$ cat src/rtl/palette_lut_if.sv
// Bus bundle for palette_lut: pixel index path, shadow write port, flash
// controls and the registered VGA channel outputs.
//
// Handshake: wr_en is a valid-only strobe with no ready. Every cycle with
// wr_en=1 is one accepted write of wr_rgb into shadow entry wr_idx; the port
// never stalls. frame_start is a single-cycle event pulse. All other inputs
// are level signals that are sampled every clock.
interface palette_lut_if #(
    parameter int IDX_W = 4,
    parameter int CH_W  = 4
);
    logic [IDX_W-1:0]  color_idx;
    logic              blank;
    logic              frame_start;
    logic              wr_en;
    logic [IDX_W-1:0]  wr_idx;
    logic [3*CH_W-1:0] wr_rgb;
    logic              flash_en;
    logic [IDX_W-1:0]  flash_idx;
    logic [3*CH_W-1:0] flash_rgb;
    logic              commit_pending;
    logic [CH_W-1:0]   VGA_R;
    logic [CH_W-1:0]   VGA_G;
    logic [CH_W-1:0]   VGA_B;
    // Current flash phase, exposed for observation only.
    logic              dbg_phase;

    // Upstream side: index muxes, game logic and frame timing.
    modport master (
        output color_idx, blank, frame_start,
        output wr_en, wr_idx, wr_rgb,
        output flash_en, flash_idx, flash_rgb,
        input  commit_pending, VGA_R, VGA_G, VGA_B, dbg_phase
    );

    // The palette itself.
    modport slave (
        input  color_idx, blank, frame_start,
        input  wr_en, wr_idx, wr_rgb,
        input  flash_en, flash_idx, flash_rgb,
        output commit_pending, VGA_R, VGA_G, VGA_B, dbg_phase
    );
endinterface

$ cat src/rtl/palette_lut.sv
// Double-buffered colour palette with frame-timed flash of one index.
// Writes land in a shadow table; the whole shadow is copied to the live
// table on the first frame_start after a write, so the picture never tears.
// The pixel path is a single registered stage: index -> live lookup -> VGA.
module palette_lut #(
    parameter int IDX_W     = 4,
    parameter int CH_W      = 4,
    parameter int FLASH_DIV = 8
) (
    input  logic          Clk,
    input  logic          Reset_n,
    palette_lut_if.slave  bus
);
    localparam int PAL_N  = 1 << IDX_W;
    localparam int RGB_W  = 3 * CH_W;
    localparam int FCNT_W = (FLASH_DIV > 1) ? $clog2(FLASH_DIV) : 1;
    localparam logic [FCNT_W-1:0] FCNT_LAST = FCNT_W'(FLASH_DIV - 1);

    typedef logic [RGB_W-1:0] rgb_t;

    // Nibble-defined default colours, MSB-aligned into CH_W bits: wider
    // channels zero-fill the low bits, narrower ones keep the top bits.
    function automatic logic [CH_W-1:0] chan(input logic [3:0] nib);
        logic [31:0] ext;
        ext = {nib, 28'd0};
        return ext[31 -: CH_W];
    endfunction

    function automatic rgb_t rgb_def(input logic [3:0] r,
                                     input logic [3:0] g,
                                     input logic [3:0] b);
        return {chan(r), chan(g), chan(b)};
    endfunction

    function automatic rgb_t default_entry(input int i);
        rgb_t e;
        case (i)
            0, 3:    e = rgb_def(4'h0, 4'hF, 4'hB);
            1:       e = rgb_def(4'hF, 4'hE, 4'h0);
            2:       e = rgb_def(4'h6, 4'h1, 4'hE);
            default: e = '0;
        endcase
        return e;
    endfunction

    rgb_t              shadow_q [PAL_N];
    rgb_t              active_q [PAL_N];
    logic              commit_pending_q, commit_pending_d;
    logic [FCNT_W-1:0] fcnt_q, fcnt_d;
    logic              phase_q, phase_d;
    rgb_t              rgb_q, rgb_d;
    logic              commit;

    // A commit needs both a frame boundary and something to publish.
    assign commit = bus.frame_start && commit_pending_q;

    // Shadow table: written directly by the write port, never stalls.
    always_ff @(posedge Clk or negedge Reset_n) begin
        if (!Reset_n) begin
            for (int i = 0; i < PAL_N; i++) begin
                shadow_q[i[IDX_W-1:0]] <= default_entry(i);
            end
        end else if (bus.wr_en) begin
            shadow_q[bus.wr_idx] <= bus.wr_rgb;
        end
    end

    // Live table: whole-array copy of the pre-write shadow on a commit.
    always_ff @(posedge Clk or negedge Reset_n) begin
        if (!Reset_n) begin
            for (int i = 0; i < PAL_N; i++) begin
                active_q[i[IDX_W-1:0]] <= default_entry(i);
            end
        end else if (commit) begin
            active_q <= shadow_q;
        end
    end

    // Pending flag: a write always (re)arms it, even in a commit cycle,
    // so a write coinciding with frame_start goes live one frame later.
    always_comb begin
        commit_pending_d = commit_pending_q;
        if (bus.wr_en) begin
            commit_pending_d = 1'b1;
        end else if (commit) begin
            commit_pending_d = 1'b0;
        end
    end

    // Flash timing: count frames, toggle phase every FLASH_DIV frames;
    // disabling flash clears both so the next flash starts in phase 0.
    always_comb begin
        fcnt_d  = fcnt_q;
        phase_d = phase_q;
        if (!bus.flash_en) begin
            fcnt_d  = '0;
            phase_d = 1'b0;
        end else if (bus.frame_start) begin
            if (fcnt_q == FCNT_LAST) begin
                fcnt_d  = '0;
                phase_d = ~phase_q;
            end else begin
                fcnt_d = fcnt_q + FCNT_W'(1);
            end
        end
    end

    // Pixel select: blanking wins, then the flash override, then the table.
    always_comb begin
        rgb_d = active_q[bus.color_idx];
        if (!bus.blank) begin
            rgb_d = '0;
        end else if (bus.flash_en && phase_q &&
                     (bus.color_idx == bus.flash_idx)) begin
            rgb_d = bus.flash_rgb;
        end
    end

    // Control and output registers.
    always_ff @(posedge Clk or negedge Reset_n) begin
        if (!Reset_n) begin
            commit_pending_q <= 1'b0;
            fcnt_q           <= '0;
            phase_q          <= 1'b0;
            rgb_q            <= '0;
        end else begin
            commit_pending_q <= commit_pending_d;
            fcnt_q           <= fcnt_d;
            phase_q          <= phase_d;
            rgb_q            <= rgb_d;
        end
    end

    assign bus.commit_pending = commit_pending_q;
    assign bus.dbg_phase      = phase_q;
    assign bus.VGA_R          = rgb_q[3*CH_W-1 -: CH_W];
    assign bus.VGA_G          = rgb_q[2*CH_W-1 -: CH_W];
    assign bus.VGA_B          = rgb_q[CH_W-1   -: CH_W];
endmodule

$ cat src/flat_wrapper.sv
// flat-port wrapper written by rule: the top's interface ports become plain ports
module palette_lut_flat 
#(
    parameter int IDX_W     = 4,
    parameter int CH_W      = 4,
    parameter int FLASH_DIV = 8
)
  (Clk, Reset_n, bus_color_idx, bus_blank, bus_frame_start, bus_wr_en, bus_wr_idx, bus_wr_rgb, bus_flash_en, bus_flash_idx, bus_flash_rgb, bus_commit_pending, bus_VGA_R, bus_VGA_G, bus_VGA_B, bus_dbg_phase);
  palette_lut_if #(.IDX_W(IDX_W), .CH_W(CH_W)) bus_i ();
  input  logic Clk;
  input  logic Reset_n;
  input wire logic [$bits(bus_i.color_idx)-1:0] bus_color_idx;
  input wire logic [$bits(bus_i.blank)-1:0] bus_blank;
  input wire logic [$bits(bus_i.frame_start)-1:0] bus_frame_start;
  input wire logic [$bits(bus_i.wr_en)-1:0] bus_wr_en;
  input wire logic [$bits(bus_i.wr_idx)-1:0] bus_wr_idx;
  input wire logic [$bits(bus_i.wr_rgb)-1:0] bus_wr_rgb;
  input wire logic [$bits(bus_i.flash_en)-1:0] bus_flash_en;
  input wire logic [$bits(bus_i.flash_idx)-1:0] bus_flash_idx;
  input wire logic [$bits(bus_i.flash_rgb)-1:0] bus_flash_rgb;
  output wire logic [$bits(bus_i.commit_pending)-1:0] bus_commit_pending;
  output wire logic [$bits(bus_i.VGA_R)-1:0] bus_VGA_R;
  output wire logic [$bits(bus_i.VGA_G)-1:0] bus_VGA_G;
  output wire logic [$bits(bus_i.VGA_B)-1:0] bus_VGA_B;
  output wire logic [$bits(bus_i.dbg_phase)-1:0] bus_dbg_phase;
  assign bus_i.color_idx = bus_color_idx;
  assign bus_i.blank = bus_blank;
  assign bus_i.frame_start = bus_frame_start;
  assign bus_i.wr_en = bus_wr_en;
  assign bus_i.wr_idx = bus_wr_idx;
  assign bus_i.wr_rgb = bus_wr_rgb;
  assign bus_i.flash_en = bus_flash_en;
  assign bus_i.flash_idx = bus_flash_idx;
  assign bus_i.flash_rgb = bus_flash_rgb;
  assign bus_commit_pending = bus_i.commit_pending;
  assign bus_VGA_R = bus_i.VGA_R;
  assign bus_VGA_G = bus_i.VGA_G;
  assign bus_VGA_B = bus_i.VGA_B;
  assign bus_dbg_phase = bus_i.dbg_phase;
  palette_lut #(.IDX_W(IDX_W), .CH_W(CH_W), .FLASH_DIV(FLASH_DIV)) u_core (.Clk(Clk), .Reset_n(Reset_n), .bus(bus_i));
endmodule
$ cat config.mk
export PLATFORM = sky130hd
export DESIGN_NAME = palette_lut_flat
export DESIGN_NICKNAME = d
export VERILOG_FILES = /design/src/rtl/palette_lut_if.sv /design/src/rtl/palette_lut.sv /design/src/flat_wrapper.sv
export SDC_FILE = /design/constraint.sdc
export NUM_CORES = 1
export LEC_CHECK = 0
export ABC_AREA = 1
export CAP_MARGIN = 20
export CELL_PAD_IN_SITES_DETAIL_PLACEMENT = 0
export CELL_PAD_IN_SITES_GLOBAL_PLACEMENT = 2
export CORE_UTILIZATION = 41
export DETAILED_ROUTE_END_ITERATION = 7
export HOLD_SLACK_MARGIN = 0.06
export PLACE_DENSITY_LB_ADDON = 0.1
export SETUP_SLACK_MARGIN = 0.3
export SYNTH_ARGS = -nofsm -noshare
export SYNTH_HDL_FRONTEND = slang
export SYNTH_SLANG_ARGS = --single-unit
$ cat constraint.sdc
create_clock -name Clk -period 3.57 [get_ports Clk]
set_clock_uncertainty 0.15 [all_clocks]
set_input_delay 0.714 -clock Clk [delete_from_list [all_inputs] [get_ports Clk]]
set_output_delay 0.714 -clock Clk [all_outputs]
set_load 0.02 [all_outputs]
Yosys cells after proc, flatten, opt, wreduce, memory -nomap -nowiden

Index checks and enable logic that the tools add are counted.

Register bits: 401
Bits of input ports: 42
Output and inout port bits: 14
Word-level logic and storage cells: 69

Add/subtract/negate cells: 1
$lt $le $gt $ge: 3
Equality and inequality tests: 4
Muxes and demuxes: 16
Bitwise gates (word level): 3
Reductions and logical operators: 6

Operators by type and width:

| cell                                                                          | count |
|---|---|
| 192-bit bitwise mux                                                           | 1 |
| 12-bit two-way mux                                                            | 5 |
| 12-bit binary-select mux with 4-bit select                                    | 1 |
| 12-bit demux with 4-bit select                                                | 1 |
| 5-bit greater-or-equal comparator (second input constant)                     | 2 |
| 4-bit inverter with 5-bit output                                              | 2 |
| 3-bit two-way mux                                                             | 3 |
| 5-bit by 1-bit less-than comparator with 1-bit output (second input constant) | 1 |
| 1-bit two-way mux                                                             | 5 |
| 4-bit == test                                                                 | 1 |
| 1-bit logical AND                                                             | 4 |
| 3-bit by 1-bit adder with 3-bit output (second input constant)                | 1 |
| 3-bit == test (second input constant)                                         | 1 |
| 2-bit by 1-bit inequality test with 1-bit output (second input constant)      | 1 |
| 2-bit inequality test (second input constant)                                 | 1 |
| 2-bit AND reduction                                                           | 1 |
| 2-bit nonzero test                                                            | 1 |
| 1-bit inverter                                                                | 1 |

Logic depth before layout (Yosys ltp)

Gate-level depths: netlist of the first run.

Depth after elaboration: 6
Gate-level depth with buffers: 11
Mapped depth without buffers: 9

Least setup slack after synthesis of the first run

Ideal clock, no wire load.

Kind: input to register
Start: input port bus_color_idx[0]
End: register u_core.rgb_q[10]
Library setup time: 0.113 ns
Arrival time: 1.669 ns
Data required time: 3.307 ns
Setup slack: 1.638 ns
Stages on the path: 10
Path buffers: 2
Path through: inv_1 buf_2 clkbuf_1 nand2_1 nand3_1 nand3_1 nand3_1 nand3_1 nand2_1 inv_1

Longest elaborated chain between the ends: 6
Elaborated cells on any way between the ends: 8
Classes of those cells: eq/ne (1); mux (5); bitwise (1); reduce/logical (1)

Ends and longest elaborated chain:

| what                                                   | line               | source |
|---|---|---|
| from (decl)                                            | flat_wrapper.sv:12 | `input wire logic [$bits(bus_i.color_idx)-1:0] bus_color_idx;` |
| 4-bit inverter with 5-bit output (implied by the code) | palette_lut.sv:110 | `rgb_d = active_q[bus.color_idx];` |
| 12-bit binary-select mux with 4-bit select             | palette_lut.sv:110 |  |
| 12-bit two-way mux (implied by the code) (2 in series) | palette_lut.sv:110 |  |
| 12-bit two-way mux *                                   | palette_lut.sv:113 | `end else if (bus.flash_en && phase_q &&` |
| 12-bit two-way mux *                                   | palette_lut.sv:111 | `if (!bus.blank) begin` |
| via u_core.rgb_d[10]                                   | palette_lut.sv:51  | `rgb_t rgb_q, rgb_d;` |
| to (signal assigned)                                   | palette_lut.sv:130 | `rgb_q <= rgb_d;` |
| to (decl)                                              | palette_lut.sv:51  |  |

The timed path passes the listed nets; every way through them passes the cells marked *. The select of a mux whose other input is x is not followed.
A chain may end at the register's enable or synchronous reset.

Worst setup path after layout of the first run

Start: register u_core.commit_pending_q, in the netlist u_core.bus.commit_pending
End: output port bus_commit_pending

RTL lines:

| what                   | line               | source |
|---|---|---|
| from (decl)            | palette_lut.sv:48  | `logic commit_pending_q, commit_pending_d;` |
| from (signal assigned) | palette_lut.sv:127 | `commit_pending_q <= commit_pending_d;` |
| to (decl)              | flat_wrapper.sv:21 | `output wire logic [$bits(bus_i.commit_pending)-1:0] bus_commit_pending;` |

No word-level cell between the ends.

==> results of run 1 <==
## cells in the mapped netlist (all sizes together)
cell	instances	area [sq um]
clkbuf	59	221
o22ai	1	6.26
and3	1	6.26
nand3	145	726
o21ai	240	1200
nand3b	12	90.1
dfstp	54	1420
ha	2	25.0
buf	69	327
mux2	24	270
a21oi	121	606
nor2	224	841
inv	241	905
dfrtp	347	8680
nor3	4	40.0
o31ai	1	7.51
nand2	480	1800
## registers in the layout, summed over array words and instances (netlist names)
register                   count
u_core.rgb_q                  12
u_core.fcnt_q                  3
u_core.shadow_q              192
u_core.active_q              192
u_core.bus.dbg_phase           1
u_core.bus.commit_pending      1
## repair_timing
item | 4_1_cts | 5_1_grt
hold buffers | 1 | 0
setup buffers | 0 | 0
endpoints found under the hold margin | 51 | 0
## layer usage
| metal | track usage | vias to the layer above | wire length (um) |
|---|---|---|---|
| met1 | 0.368 | 6418 | 24900 |
| li1 | - | 6385 | - |
| met2 | 0.342 | 286 | 20600 |
| met4 | 0.0630 | 2 | 851 |
| met3 | 0.0317 | 59 | 2320 |
| met5 | 0 | - | 14 |
## cells in the final DEF, fill, tap and decap left out
cell,count
inv_1,237
o21ai_1,4
a21oi_1,121
ha_1,2
dfrtp_1,347
clkbuf_16,49
clkdlybuf4s50_1,52
o21ai_0,236
nor2_1,224
nand3_1,145
buf_8,1
o22ai_1,1
o31ai_1,1
inv_2,2
buf_12,13
clkinv_1,2
nand3b_1,12
buf_2,1
bufinv_16,2
dlygate4sd3_1,1
dfstp_2,54
clkinv_2,8
mux2_2,24
clkinvlp_4,1
and3_1,1
nand2_4,1
nand2_1,479
nor3_2,4
buf_4,36
clkbuf_1,16
clkbuf_8,10
## cell type report
| type | count | area [sq um] |
|---|---|---|
| fill | 4111 | 21200 |
| clock buffer | 75 | 1420 |
| multi-input combinational | 1255 | 5630 |
| inverter | 241 | 905 |
| sequential | 401 | 10100 |
| timing repair buffer | 104 | 1080 |
| tap | 532 | 666 |
| clock inverter | 11 | 108 |
## power breakdown
part | internal (W) | switching (W) | total, W
logic | 0.000694 | 0.00117 | 0.00187
clock network | 0.00286 | 0.00189 | 0.00475
registers | 0.00555 | 0.000389 | 0.00594
total | 0.00910 | 0.00346 | 0.0126
## logic make-up (layout without fill, tap and decap cells)
logic type               count (synthesis)  count (layout)  synth area share
flip-flops                             401             401             0.588
multiplexers                            24              24            0.0157
AND/OR/NAND/NOR                        866             866             0.204
buffers and inverters                  369             431            0.0846
adder cells (fa/ha/maj)                  2               2           0.00146
AO/OA/AOI/OAI                          363             363             0.106
## worst min-delay path by stage
stage / startpoint / to / slack [ns] / depth (start not counted)
final: u_core.active_q[150]$_DFFE_PN1P_ / u_core.active_q[150]$_DFFE_PN1P_ / 0.32 / 2
after global routing: u_core.shadow_q[188]$_DFFE_PN0P_ / u_core.shadow_q[188]$_DFFE_PN0P_ / 0.34 / 2
after CTS: u_core.active_q[150]$_DFFE_PN1P_ / u_core.active_q[150]$_DFFE_PN1P_ / 0.32 / 2
after detailed placement: u_core.active_q[150]$_DFFE_PN1P_ / u_core.active_q[150]$_DFFE_PN1P_ / 0.31 / 2
after global placement: u_core.active_q[150]$_DFFE_PN1P_ / u_core.active_q[150]$_DFFE_PN1P_ / 0.31 / 2
after floorplan: Reset_n / u_core.active_q[0]$_DFFE_PN0P_ / 0.27 / 0
## worst min-delay path, cell delays in order, from the launching register on
cell and delay (ns):
dfstp_2 0.36, inv_1 0.05, a21oi_1 0.06
## stage by stage
| stage | power [W] | hold slack, ns | std cells |
|---|---|---|---|
| 2_1_floorplan | 0.00715 | 0.268 | 2025 |
| 3_3_place_gp | 0.00782 | 0.312 | 2532 |
| 3_5_place_dp | 0.00788 | 0.313 | 2532 |
| 4_1_cts | 0.0127 | 0.322 | 2619 |
| 5_1_grt | 0.0132 | 0.340 | 2619 |
| 6_report | 0.0126 | 0.320 | 2619 |
==> reports/results.txt, run 1 <==
Status = complete, but fails checks
Failing checks = DRC
Die Span X = 207 um
Reg-to-reg critical path endpoint = u_core.active_q[100]$_DFFE_PN0P_
Total track usage = 0.236
H-Tree Depth = 2
Worst-Skew Late Latency = 0.57 ns
CP max stage cell = clkdlybuf4s50_1
Maxcap violations = 0
Cell count along the critical path = 1
Maximum VDD drop = 0.361 mV
Average routed wire per standard cell = 18.6 um
CP required = 2.71 ns
Die H = 207 um
CP max FO = 3
Worst reg-to-reg path cell count = 5
Global route overflow = 0
Crit path kind = flip-flop to primary output
Final Instance Area = 19900 sq um
Reg2Reg Launch Point = u_core.bus.commit_pending$_DFFE_PN0P_
Fin util = 0.484
DRT Pass-1 Iters = 8
CTS tree = done
Final WL = 48700 um
Yosys warns = 0
IO Pins = 56
CP peak stage delay = 0.66 ns
Die area = 42700 sq um
Clock Sinks = 401
RSZ-0062 raised after global routing = false
Remaining antenna violation count after routing = 0
CTS max path bufs = 3
Crit end category = primary output
First-pass GRT wire length = 75700 um
PD cells = 631 nW/um^2
CP Data Arrival Time = 1.72 ns
Min setup slack post-route = 0.984 ns
Post-synthesis cell count = 2025
Crit path launch = u_core.bus.commit_pending$_DFFE_PN0P_
DR iter-0 viols = 1040
RePlAce Congestion = 0.797
Final period utilization = 0.724
Yosys reg bits = 401
Final Max Tran Viols = 0
Core ar. = 41100 sq um
Cell area after synthesis = 17200 sq um
DR vias/cell = 5.02
WP buf/inv = 1
Startpoint class of the critical path = flip-flop
Register area share after synthesis = 0.588
Cell Chain, Critical Path = clkdlybuf4s50_1
Number of global-route vias before repair = 12500
Cts bufs inserted = 46
Post-Syn Area per Cell = 8.48 sq um
Mapped Nets = 2069
Routed via count = 13200
Cts repair resizes = 0
DRC errors left = 7
Slew headroom = 0.419
Reg clk slew, reported paths = 0.06 ns
Layout cells sized above 1 = 0.0987
NumNets Final = 2093
Hold Crit Class = flip-flop to flip-flop
Final setup viols = 0
Period minus WS final = 2.59 ns
Rows = 74
Pin count of the biggest net entering global routing = 72
Crit path to = bus_commit_pending
IO buf count = 55
Worst path top cell family by delay = buffers and inverters
Hold Fails Final Rpt = 0
Worst slack, placed = 0.685 ns
Post-placement cell area = 18400 sq um
Highest Clock Rate = 0.387 GHz
Initial antenna violation count = 1
Area Growth Syn to Fin = 15.9%
Leak pwr = 9.85 nW
Initial Utilization = 0.418
Ant diodes = 0
CTS Root Cell = clkbuf_16
Number of distinct library cells after synthesis = 21
Setup TNS = 0 ns
Reg2reg setup slack = 1.68 ns
DP HPWL = 31600 um
Slew @ Worst Pin = 0.869 ns
Power figures use the tool's default switching activity.
==> run 2: changes to the inputs <==
- CORE_UTILIZATION: 41 -> 34
- clock period: 3.57 -> 2.35 ns (I/O delays scaled with it)
==> reports/results.txt, run 2 (synthesis gave the netlist of run 1 again) <==
Status = completed
Slew @ Worst Pin = 0.555 ns (-0.314 ns)
Hold Fails Final Rpt = 0 (unchanged)
CP Data Arrival Time = 1.37 ns (-0.35 ns)
Crit end category = primary output
Average routed wire per standard cell = 18.7 um (+0.71%)
Commonest non-fill, non-tap cell in the layout = nand2_1
CP required = 1.73 ns (-0.98 ns)
Total track usage = 0.212 (-0.0246)
Worst path top cell family by delay = flip-flops
Highest Clock Rate = 0.503 GHz
Rows = 81 (+9.5%)
Tot Pwr = 0.0192 W (+53%)
Die area = 51400 sq um (+20%)
Pin count of the biggest net entering global routing = 99 (+38%)
Remaining antenna violation count after routing = 0 (unchanged)
# Post-CTS Setup Buffers = 0 (unchanged)
WP buf/inv = 1 (unchanged)
Setup TNS = 0 ns (unchanged)
Maxcap violations = 0 (unchanged)
Slew headroom = 0.630 (+0.211)
Die Span X = 227 um (+9.7%)
DRC errors left = 0 (-7)
Layout cells sized above 1 = 0.112 (+0.0135)
H-Tree Depth = 2 (unchanged)
Leak pwr = 10.2 nW (+3.1%)
Largest registers = u_core.active_q: 192 flops, u_core.shadow_q: 192 flops, u_core.rgb_q: 12 flops
PD cells = 935 nW/um^2 (+48%)
Cell Chain, Critical Path = clkdlybuf4s15_1
Cts bufs inserted = 48 (+4.3%)
Reg clk slew, reported paths = 0.06 ns (about the same)
Clock Sinks = 401 (unchanged)
IO Pins = 56 (unchanged)
CTS max path bufs = 3 (unchanged)
Most frequent cells in the layout = nand2_1, dfrtp_1, inv_1, o21ai_0, nor2_1
Area Growth Syn to Fin = 19.7%
Period minus WS final = 1.99 ns
Final period utilization = 0.847
NumNets Final = 2128 (+1.7%)
Routed via count = 13200 (+0.56%)
First-pass GRT wire length = 81200 um (+7.3%)
CP peak stage delay = 0.47 ns (-0.19 ns)
Die H = 227 um (+9.7%)
CP max FO = 4 (+1)
IO buf count = 55 (unchanged)
Crit path kind = flip-flop to primary output
DR vias/cell = 4.75 (-5.5%)
Hold Crit Class = input port to async pin
Initial antenna violation count = 1 (unchanged)
Final Max Tran Viols = 0 (unchanged)
Final WL = 52100 um (+7.1%)
Worst-Skew Late Latency = 0.57 ns (about the same)
CTS tree = done
Number of global-route vias before repair = 12900 (+3.5%)
CTS Root Cell = clkbuf_16
Core ar. = 49400 sq um (+20%)
DRT Pass-1 Iters = 5 (-3)
DP HPWL = 33500 um (+6.2%)
Initial Utilization = 0.348 (-0.0698)
RePlAce Congestion = 0.775 (-2.8%)
Global route overflow = 0 (unchanged)
Ant diodes = 0 (unchanged)
Final setup viols = 0 (unchanged)
DR iter-0 viols = 1062 (+2.1%)
Maximum VDD drop = 0.546 mV (+51%)
RSZ-0062 raised after global routing = false
CP max stage cell = dfrtp_1
Startpoint class of the critical path = flip-flop
run 2: cell types whose count changed in the layout (fill, tap and decap cells not counted), sizes merged:
cell and change:
dlygate4sd2 +13, buf +33, clkdlybuf4s15 +1, clkdlybuf4s50 -14, clkinv -2, clkbuf +1
inv +2, bufinv +1
run 2: layout make-up:
cell class,count,area [sq um]
Fill cell,5072,28800
Sequential cell,401,10100
Multi-Input combinational cell,1255,5630
Timing Repair Buffer,137,1580
Clock buffer,76,1390
Inverter,241,905
Tap cell,664,831
Clock inverter,12,138
run 2: where the power goes:
group,switching (W),internal [W],leakage [nW]
combinational,0.00182,0.00111,4.60
clock,0.00292,0.00436,0.746
sequential,0.000583,0.00843,4.82
run 2: through the flow:
stage                     area (sq um)  hold slack [ns]  setup slack (ns)  instances   util
after floorplan                  17200           0.0244             0.662       2025      -
after global placement           19000            0.195           -0.0338       2697  0.386
after detailed placement         19000            0.197           -0.0234       2697  0.386
after CTS                        20600            0.189             0.300       2786  0.417
after global routing             20600            0.218             0.312       2786  0.417
final                            20600            0.211             0.361       2786  0.417
run 2: routing by layer:
layer | global-route usage | share of wire | up-vias
li1 | - | - | 6465
met2 | 0.295 | 0.40 | 264
met4 | 0.0547 | 0.018 | 0
met3 | 0.0292 | 0.049 | 57
met1 | 0.338 | 0.53 | 6437
met5 | 0 | 0 | -
run 2: final timing paths:
path                                                       startpoint                          endpoint  slack, ns  cells after the start
worst max register to register  u_core.bus.commit_pending$_DFFE_PN0P_   u_core.active_q[72]$_DFFE_PN0P_       0.74                      5
max in group asynchronous                                     Reset_n  u_core.shadow_q[166]$_DFFE_PN1P_       0.99                      3
worst max-delay path                 u_core.bus.dbg_phase$_DFFE_PN0P_                     bus_dbg_phase       0.36                      1
min in group Clk                     u_core.active_q[174]$_DFFE_PN1P_  u_core.active_q[174]$_DFFE_PN1P_       0.32                      2
worst min register to register       u_core.active_q[174]$_DFFE_PN1P_  u_core.active_q[174]$_DFFE_PN1P_       0.32                      2
worst min-delay path                                          Reset_n   u_core.shadow_q[38]$_DFFE_PN0P_       0.21                      2
run 2: what timing repair did:
| action | CTS | global route |
|---|---|---|
| endpoints found under the setup margin | 14 | 1 |
| hold endpoints to repair | 335 | 0 |
| hold buffers | 1 | 0 |
| resized for setup | 14 | 1 |
